==> src/rtl/uart_rx_oversampled.sv <==
// UART receiver clocked by a 16x oversampling Tick: Rx synchroniser, start-bit detect,
// centre sampling, stop check. Define UART_RX_PARITY_EN to add an even-parity bit.
module uart_rx_oversampled #(
    parameter int DBIT    = 8,
    parameter int SB_TICK = 16
) (
    input  logic            Clk,
    input  logic            Rst_n,
    input  logic            Tick,
    input  logic            Rx,
    output logic [DBIT-1:0] RxData,
    output logic            RxDone,
    output logic            FrameErr,
    output logic            ParityErr,
    output logic            Busy
);

    localparam int SW = (SB_TICK > 16) ? 5 : 4;
    localparam int NW = (DBIT > 8) ? 4 : 3;

    localparam logic [SW-1:0] C_MID  = SW'(7);
    localparam logic [SW-1:0] C_BIT  = SW'(15);
    localparam logic [SW-1:0] C_STOP = SW'(SB_TICK - 1);
    localparam logic [NW-1:0] C_LAST = NW'(DBIT - 1);

    typedef enum logic [2:0] {
        IDLE   = 3'd0,
        START  = 3'd1,
        DATA   = 3'd2,
        PARITY = 3'd3,
        STOP   = 3'd4,
        BREAK  = 3'd5
    } state_t;

    state_t          r_state;
    logic            r_rx_meta;
    logic            r_rx_s;
    logic [SW-1:0]   r_s;
    logic [NW-1:0]   r_n;
    logic [DBIT-1:0] r_shreg;
    logic [DBIT-1:0] r_data;
    logic            r_done;
    logic            r_ferr;
    logic            r_busy;
`ifdef UART_RX_PARITY_EN
    logic            r_perr;
    logic            r_par_mis;
`endif

    always_ff @(posedge Clk or negedge Rst_n) begin
        if (!Rst_n) begin
            r_rx_meta <= 1'b1;
            r_rx_s    <= 1'b1;
            r_state   <= IDLE;
            r_s       <= '0;
            r_n       <= '0;
            r_shreg   <= '0;
            r_data    <= '0;
            r_done    <= 1'b0;
            r_ferr    <= 1'b0;
            r_busy    <= 1'b0;
`ifdef UART_RX_PARITY_EN
            r_perr    <= 1'b0;
            r_par_mis <= 1'b0;
`endif
        end else begin
            r_rx_meta <= Rx;
            r_rx_s    <= r_rx_meta;
            r_done    <= 1'b0;
            r_ferr    <= 1'b0;
`ifdef UART_RX_PARITY_EN
            r_perr    <= 1'b0;
`endif
            case (r_state)
                // Start detection runs every Clk so the edge is caught within one Clk of rx_s falling.
                IDLE: begin
                    if (!r_rx_s) begin
                        r_state <= START;
                        r_s     <= '0;
                        r_busy  <= 1'b1;
                    end
                end
                START: begin
                    if (Tick) begin
                        if (r_s == C_MID) begin
                            if (!r_rx_s) begin
                                r_state <= DATA;
                                r_s     <= '0;
                                r_n     <= '0;
                            end else begin
                                r_state <= IDLE;
                                r_busy  <= 1'b0;
                            end
                        end else begin
                            r_s <= r_s + SW'(1);
                        end
                    end
                end
                DATA: begin
                    if (Tick) begin
                        if (r_s == C_BIT) begin
                            r_shreg <= {r_rx_s, r_shreg[DBIT-1:1]};
                            r_s     <= '0;
                            if (r_n == C_LAST) begin
`ifdef UART_RX_PARITY_EN
                                r_state <= PARITY;
`else
                                r_state <= STOP;
`endif
                            end else begin
                                r_n <= r_n + NW'(1);
                            end
                        end else begin
                            r_s <= r_s + SW'(1);
                        end
                    end
                end
`ifdef UART_RX_PARITY_EN
                PARITY: begin
                    if (Tick) begin
                        if (r_s == C_BIT) begin
                            r_par_mis <= r_rx_s ^ (^r_shreg);
                            r_s       <= '0;
                            r_state   <= STOP;
                        end else begin
                            r_s <= r_s + SW'(1);
                        end
                    end
                end
`endif
                STOP: begin
                    if (Tick) begin
                        if (r_s == C_STOP) begin
                            r_data <= r_shreg;
                            r_s    <= '0;
`ifdef UART_RX_PARITY_EN
                            r_perr <= r_par_mis;
`endif
                            if (r_rx_s) begin
                                r_done  <= 1'b1;
                                r_state <= IDLE;
                                r_busy  <= 1'b0;
                            end else begin
                                r_ferr  <= 1'b1;
                                r_state <= BREAK;
                            end
                        end else begin
                            r_s <= r_s + SW'(1);
                        end
                    end
                end
                // A held-low line must rise before another start bit can be recognised.
                BREAK: begin
                    if (r_rx_s) begin
                        r_state <= IDLE;
                        r_busy  <= 1'b0;
                    end
                end
                default: begin
                    r_state <= IDLE;
                    r_busy  <= 1'b0;
                end
            endcase
        end
    end

    assign RxData   = r_data;
    assign RxDone   = r_done;
    assign FrameErr = r_ferr;
    assign Busy     = r_busy;
`ifdef UART_RX_PARITY_EN
    assign ParityErr = r_perr;
`else
    assign ParityErr = 1'b0;
`endif

endmodule

==> config.mk <==
export PLATFORM = sky130hd
export DESIGN_NAME = uart_rx_oversampled
export DESIGN_NICKNAME = d
export VERILOG_FILES = /design/src/rtl/uart_rx_oversampled.sv
export SDC_FILE = /design/constraint.sdc
export NUM_CORES = 1
export LEC_CHECK = 0
export BUFFER_PORTS_ARGS = -buffer_cell sky130_fd_sc_hd__buf_4
export CAP_MARGIN = 15
export CELL_PAD_IN_SITES_DETAIL_PLACEMENT = 1
export CELL_PAD_IN_SITES_GLOBAL_PLACEMENT = 1
export CORE_ASPECT_RATIO = 1.5
export CORE_MARGIN = 2
export CORE_UTILIZATION = 46
export CTS_CLUSTER_DIAMETER = 80
export CTS_CLUSTER_SIZE = 12
export DETAILED_ROUTE_END_ITERATION = 12
export PLACE_DENSITY = 0.82
export SETUP_SLACK_MARGIN = 0.02
export SYNTH_ARGS = -nofsm -noshare
export SYNTH_HDL_FRONTEND = slang
export SYNTH_SLANG_ARGS = --single-unit
==> constraint.sdc <==
create_clock -name Clk -period 2 [get_ports Clk]
set_input_delay 0 -clock Clk [delete_from_list [all_inputs] [get_ports Clk]]
set_output_delay 0 -clock Clk [all_outputs]
set_load 0.03 [all_outputs]
Word-level counts from Yosys, hierarchy flattened
Cells that the tools add are included.

Logic and storage cells: 82. Input port bits: 4. Flip-flop bits (word level): 31. Output and inout bits: 12.

Bitwise operators: 1. $add $sub $neg: 2. Reductions and logical operators: 10. Mux-type cells: 40. Equality and inequality tests: 19.

Operator list (count): $mux 3 (16); $ne 2x2->1 const B (11); $mux 4 (5); $pmux 3 s5 (1); $mux 1 (14); $pmux 4 s3 (1); $eq 3x3->1 const B (3); $reduce_and 3->1 (3); $reduce_and 9->1 (1); $reduce_and 7->1 (1); $pmux 3 s2 (1); $reduce_and 6->1 (1); $pmux 1 s5 (1); $add 4x1->4 const B (1); $eq 4x3->1 const B (1); $eq 4x4->1 const B (1); $add 3x1->3 const B (1); $eq 3x1->1 const B (1); $eq 3x2->1 const B (1); $logic_not 3->1 (1); $reduce_bool 3->1 (1); $mux 2 (1); $ne 2x1->1 const B (1); $reduce_bool 2->1 (1); other kinds (2) (2).

Depth between registers and ports, before layout
Gate-level depths: netlist of the first run.

Depth in word-level cells: 5. Depth in mapped cells: 6. Depth with buffers taken out: 5.

Least setup slack after synthesis of the first run
Ideal clock, no wire load.

Path kind: reg2reg. Start point: register r_s[0]. End point: register r_data[0], in the netlist RxData[0]. Stages on the path, launching flop included: 6. Setup slack: 0.291 ns. Data required time: 1.875 ns. Data arrival time: 1.584 ns. Path buffers: 0. Period minus slack after synthesis: 1.709 ns. Library setup time: 0.125 ns. Path through: dfrtp_1 -> ha_1 -> and3_4 -> nand2_4 -> nor3_4 -> mux2_2.

Cells in the longest elaborated chain, start to end: 2.

RTL lines: start, declared (line 38) `logic [SW-1:0] r_s;`; start signal, assigned (line 95) `r_s <= r_s + SW'(1);`; start signal, assigned (line 114) `r_s <= r_s + SW'(1);`; start signal, assigned (line 148) `r_s <= r_s + SW'(1);`; $eq 4x4->1 (line 133) `if (r_s == C_STOP) begin`; $reduce_and 3->1 (no line); end signal, assigned (line 134) `r_data <= r_shreg;`; end, declared (line 41) `logic [DBIT-1:0] r_data;`.

No other way between the ends. A chain may end at the register's enable or synchronous reset.

Final worst setup path of the first run
Start point: register r_s[0]. End point: register r_data[5], in the netlist RxData[5].

Same word-level chain as after synthesis.

==> results of run 1 <==
-- kinds of logic after synthesis --
kind of cell,after synthesis,synth area share
AOI/OAI and AO/OA,31,0.135
xor gates and xnor gates,4,0.0214
adders and majority gates,3,0.0229
buffers and inverters,12,0.0397
DFF,31,0.474
muxes,19,0.130
other,1,0.00229
and+or+nand+nor,46,0.174
-- worst reg2reg max path, cell delays in order, from the launching register on --
cell and delay (ps):
dfrtp_1 440, ha_1 260, and3_4 240, nand2_4 80
nor3_4 240, buf_12 160, mux2_2 340
-- state kept, by name (all words and copies together) (netlist names) --
| signal | count |
|---|---|
| r_shreg | 8 |
| r_rx_s | 1 |
| r_n | 3 |
| RxDone | 1 |
| FrameErr | 1 |
| r_s | 4 |
| r_state | 3 |
| RxData | 8 |
| r_rx_meta | 1 |
| Busy | 1 |
-- synth_stat cells (3+ instances only) --
library cell | count | share of area
ha_1 | 3 | 0.023
a21oi_1 | 4 | 0.012
dfrtp_1 | 29 | 0.44
nor2b_1 | 4 | 0.015
nand3_1 | 4 | 0.012
mux2_2 | 19 | 0.13
o21ai_0 | 7 | 0.021
nand2_1 | 7 | 0.016
nand2b_1 | 4 | 0.015
nor2_1 | 8 | 0.018
buf_2 | 6 | 0.018
-- layout make-up --
type / count / area (um^2) / area share
Clock buffer: 6 / 72.6 / 0.0383
Timing Repair Buffer: 21 / 175 / 0.0924
Tap cell: 42 / 52.6 / 0.0277
Clock inverter: 2 / 12.5 / 0.00660
Multi-Input combinational cell: 104 / 797 / 0.420
Inverter: 2 / 7.51 / 0.00396
Sequential cell: 31 / 778 / 0.411
-- what timing repair did --
action / CTS / global route
hold buffers: 2 / 0
endpoints found under the setup margin: 0 / 8
buffers inserted: 0 / 1
hold endpoints to repair: 32 / 0
-- power breakdown --
group	leakage [uW]	internal, uW	total, uW	switching [uW]
logic	0.000445	228	485	257
registers	0.000408	683	782	99.2
clock network	0.0000412	243	475	233
total	0.000894	1150	1740	589
-- final timing paths --
path | end | slack [ps]
setup / recovery | RxData[5] | 140
hold / removal | FrameErr | 80
setup reg to reg | RxData[5] | 140
hold reg to reg | r_rx_s | 360
max in group asynchronous | r_rx_s | 1500
min in group asynchronous | FrameErr | 180
-- per-stage QoR --
stage | hold slack [ps] | util | area [um^2]
final | 81.4 | 0.555 | 1900
after global routing | 85.1 | 0.555 | 1900
after CTS | 78.7 | 0.549 | 1880
after detailed placement | -44.6 | 0.518 | 1770
after global placement | -51.0 | 0.518 | 1770
after floorplan | -296 | - | 1640
-- layer usage --
metal,vias to the layer above,track usage,wire length [um]
li1,561,-,-
met1,620,0.242,1470
met2,20,0.378,2120
met3,6,0.0467,111
met4,0,0.0744,60
met5,-,0,0
==> impl_metrics.json, run 1 <==
{
  "status": "finished, final reports clean",
  "first_iter_violations": 26,
  "worstPathCellList": "ha_1, and3_4, nand2_4, nor3_4, buf_12, mux2_2",
  "finalWorstSetupSlack_ps": 138,
  "crit_fanout": 8,
  "grt_max_degree": 32,
  "finalCriticalPeriod_ps": 1860,
  "critPathTopFamily": "simple AND/OR/NAND/NOR gates",
  "criticalPathCategory": "flop to flop",
  "r2r_cells": 6,
  "cts_tree": "yes",
  "start_util": 0.480,
  "syn_inst": 147,
  "finalSetupViolCount": 0,
  "path_clk_slew_ps": 70,
  "io_buffers": 14,
  "drt_first_pass_iters": 4,
  "antenna_found_initial": 0,
  "hold_viol_final": 0,
  "pre_cts_ws_ps": 87.0,
  "async_flop_share": 1.00,
  "dp.cells": 197,
  "ctsResizeCount": 0,
  "crit_path_end_kind": "flop",
  "final_max_slew_viol_count": 0,
  "ios": 16,
  "grt_setup_unrepaired": "false",
  "min_from": "Tick",
  "die_w_um": 52.8,
  "final_cell_mix": "dfrtp_1 (29), mux2_2 (19), buf_4 (18)",
  "layout_commonest_cell": "dfrtp_1",
  "drive_gt1_frac": 0.337,
  "n_antenna_cell": 0,
  "crit_slowest_cell": "dfrtp_1",
  "fillers": 354,
  "fin_setup_tns_ps": 0,
  "clock-sinks": 31,
  "ys_warn_count": 0,
  "max_freq_mhz": 537,
  "cts_root_buf": "clkbuf_8",
  "wirelength_mm": 3.77,
  "clock_latency_ps": 290,
  "grt_first_pass_wirelength_mm": 6.44,
  "cap_violations": 0,
  "clockBufferDepth": 2,
  "powerDensity_nw_per_um2": 920,
  "viasPerCell": 5.80,
  "cts-htree-levels": 2,
  "ys.flop_type": "dfrtp_1",
  "cp.arrival_ps": 2030,
  "area_growth_pct": 15.6,
  "path_depth": 6,
  "die_area_um2": 4070,
  "rows": 26,
  "ys_types": 50,
  "dp_hpwl_mm": 2.56,
  "period_share": 0.931,
  "cts_buffers": 5,
  "peakVddDrop_mv": 0.745,
  "ys_seq_area_frac": 0.474,
  "syn_nets": 154,
  "grt_pass1_vias": 1349,
  "clock_skew_ps": 6.68,
  "gr-total-overflow": 0,
  "vias": 1207,
  "p_leak_uw": 0.000894,
  "holdPathStages": 3,
  "synth_edf_count": 0,
  "grt.total_usage": 0.213,
  "cp-start-kind": "flop",
  "placeableCoreArea_um2": 3420,
  "detail-route-antenna-nets": 0,
  "ys_seq_elements": 31,
  "startpoint": "r_s[0]",
  "gp_congestion": 0.819,
  "stdcell_count": 208,
  "post_drt_wl_per_cell_um": 18.1,
  "cp_num_buf_inv": 1,
  "final_nets": 172,
  "postSynthAreaPerCell_um2": 11.2,
  "total_power_uw": 1740,
  "cp.required_ps": 2170,
  "fp.dieH_um": 77.1,
  "rr_startpoint": "r_s[0]",
  "hold_path.class": "input port to flop",
  "synthesis.area_um2": 1640,
  "drc": 0,
  "critPathMaxStageDelay_ps": 440
}
(Power assumes the default switching activity.)
==> run 2, diff against run 1 <==
==> constraint.sdc (replaced) <==
create_clock -name Clk -period 2 [get_ports Clk]
set_input_delay 0.4 -clock Clk [delete_from_list [all_inputs] [get_ports Clk]]
set_output_delay 0.4 -clock Clk [all_outputs]
set_load 0.03 [all_outputs]
==> impl_metrics.json, run 2 (synthesis results as in run 1) <==
{
  "status": "finished, final reports clean",
  "clock_skew_ps": 6.80,
  "critPathTopFamily": "simple AND/OR/NAND/NOR gates",
  "vias": 1195,
  "max_freq_mhz": 537,
  "path_clk_slew_ps": 70,
  "regArea_um2": 778,
  "grt_first_pass_wirelength_mm": 6.38,
  "period_share": 0.931,
  "rows": 26,
  "worstPathCellList": "ha_1, and3_4, nand2_4, nor3_4, buf_12, mux2_2",
  "cts_root_buf": "clkbuf_8",
  "cts-htree-levels": 2,
  "crit_fanout": 8,
  "drc": 0,
  "antenna_found_initial": 0,
  "viasPerCell": 5.80,
  "cp-start-kind": "flop",
  "cap_violations": 0,
  "holdBufCountCts": 0,
  "grt_pass1_vias": 1325,
  "peakVddDrop_mv": 0.742,
  "placeableCoreArea_um2": 3420,
  "ios": 16,
  "finalCriticalPeriod_ps": 1860,
  "io_buffers": 14,
  "pre_cts_ws_ps": 87.0,
  "multi_input_area_um2": 797,
  "clockBufferDepth": 2,
  "post_drt_wl_per_cell_um": 18.2,
  "n_antenna_cell": 0,
  "hold_viol_final": 0,
  "crit_path_end_kind": "flop",
  "grt_max_degree": 32,
  "final_cell_mix": "dfrtp_1 (29), mux2_2 (19), buf_4 (18)",
  "clock_latency_ps": 290,
  "gr-total-overflow": 0,
  "cp_num_buf_inv": 1,
  "cts_buffers": 5,
  "fp.dieH_um": 77.1,
  "clock-sinks": 31,
  "die_area_um2": 4070,
  "finalSetupViolCount": 0,
  "grt_setup_unrepaired": "false",
  "holdWs_ps": 32.2,
  "grt.total_usage": 0.212,
  "cts_tree": "yes",
  "criticalPathCategory": "flop to flop",
  "finalWorstSetupSlack_ps": 137,
  "layout_commonest_cell": "dfrtp_1",
  "start_util": 0.480,
  "powerDensity_nw_per_um2": 929,
  "ctsResizeCount": 0,
  "detail-route-antenna-nets": 0,
  "first_iter_violations": 30,
  "fillers": 356,
  "cp.required_ps": 2170,
  "gp_congestion": 0.819,
  "die_w_um": 52.8,
  "area_growth_pct": 14.3,
  "drive_gt1_frac": 0.341,
  "wirelength_mm": 3.75,
  "hold_path.class": "input port to asynchronous set/reset pin",
  "final_max_slew_viol_count": 0,
  "crit_slowest_cell": "dfrtp_1",
  "critPathMaxStageDelay_ps": 440,
  "cts_setup_buffers": 0,
  "p_leak_uw": 0.000885,
  "cp.arrival_ps": 2030,
  "drt_first_pass_iters": 4,
  "dp_hpwl_mm": 2.56,
  "fin_setup_tns_ps": 0,
  "final_nets": 170,
  "total_power_uw": 1740
}
## run 2: changes by cell type in the layout (fill, tap and decap cells not counted)
cell	before	now
dlygate4sd3_1	2	0
## run 2: report_power, final
part | total, uW | leakage, uW | internal, uW | switching, uW
Combinational | 482 | 0.000437 | 226 | 256
Clock | 475 | 0.0000412 | 242 | 233
Sequential | 784 | 0.000408 | 683 | 101
## run 2: final timing paths
kind,start,end,slack [ps],cells after the start
max,r_s[0],RxData[5],140,6
min,Rst_n,FrameErr,30,1
max reg2reg,r_s[0],RxData[5],140,6
min reg2reg,r_rx_meta,r_rx_s,360,0
max in group asynchronous,Rst_n,r_rx_s,1650,1
min in group Clk,Rx,r_rx_meta,220,1
## run 2: layout make-up
| cell class | count | area share |
|---|---|---|
| multi-input combinational | 104 | 0.425 |
| sequential | 31 | 0.415 |
| timing repair buffer | 19 | 0.0827 |
| clock buffer | 6 | 0.0387 |
| tap | 42 | 0.0280 |
| clock inverter | 2 | 0.00667 |
| inverter | 2 | 0.00400 |
## run 2: per-layer routing
metal / vias to the layer above / GRT usage / part of all wire
li1: 557 / - / -
met1: 614 / 0.242 / 0.39
met2: 18 / 0.373 / 0.56
met3: 6 / 0.0467 / 0.029
met4: 0 / 0.0744 / 0.016
met5: - / 0 / 0
## run 2: through the flow
stage	cells	area, um^2	utilization
floorplan	147	1640	-
global placement	197	1770	0.518
detailed placement	197	1770	0.518
CTS	205	1860	0.543
global route	206	1880	0.549
finish	206	1880	0.549
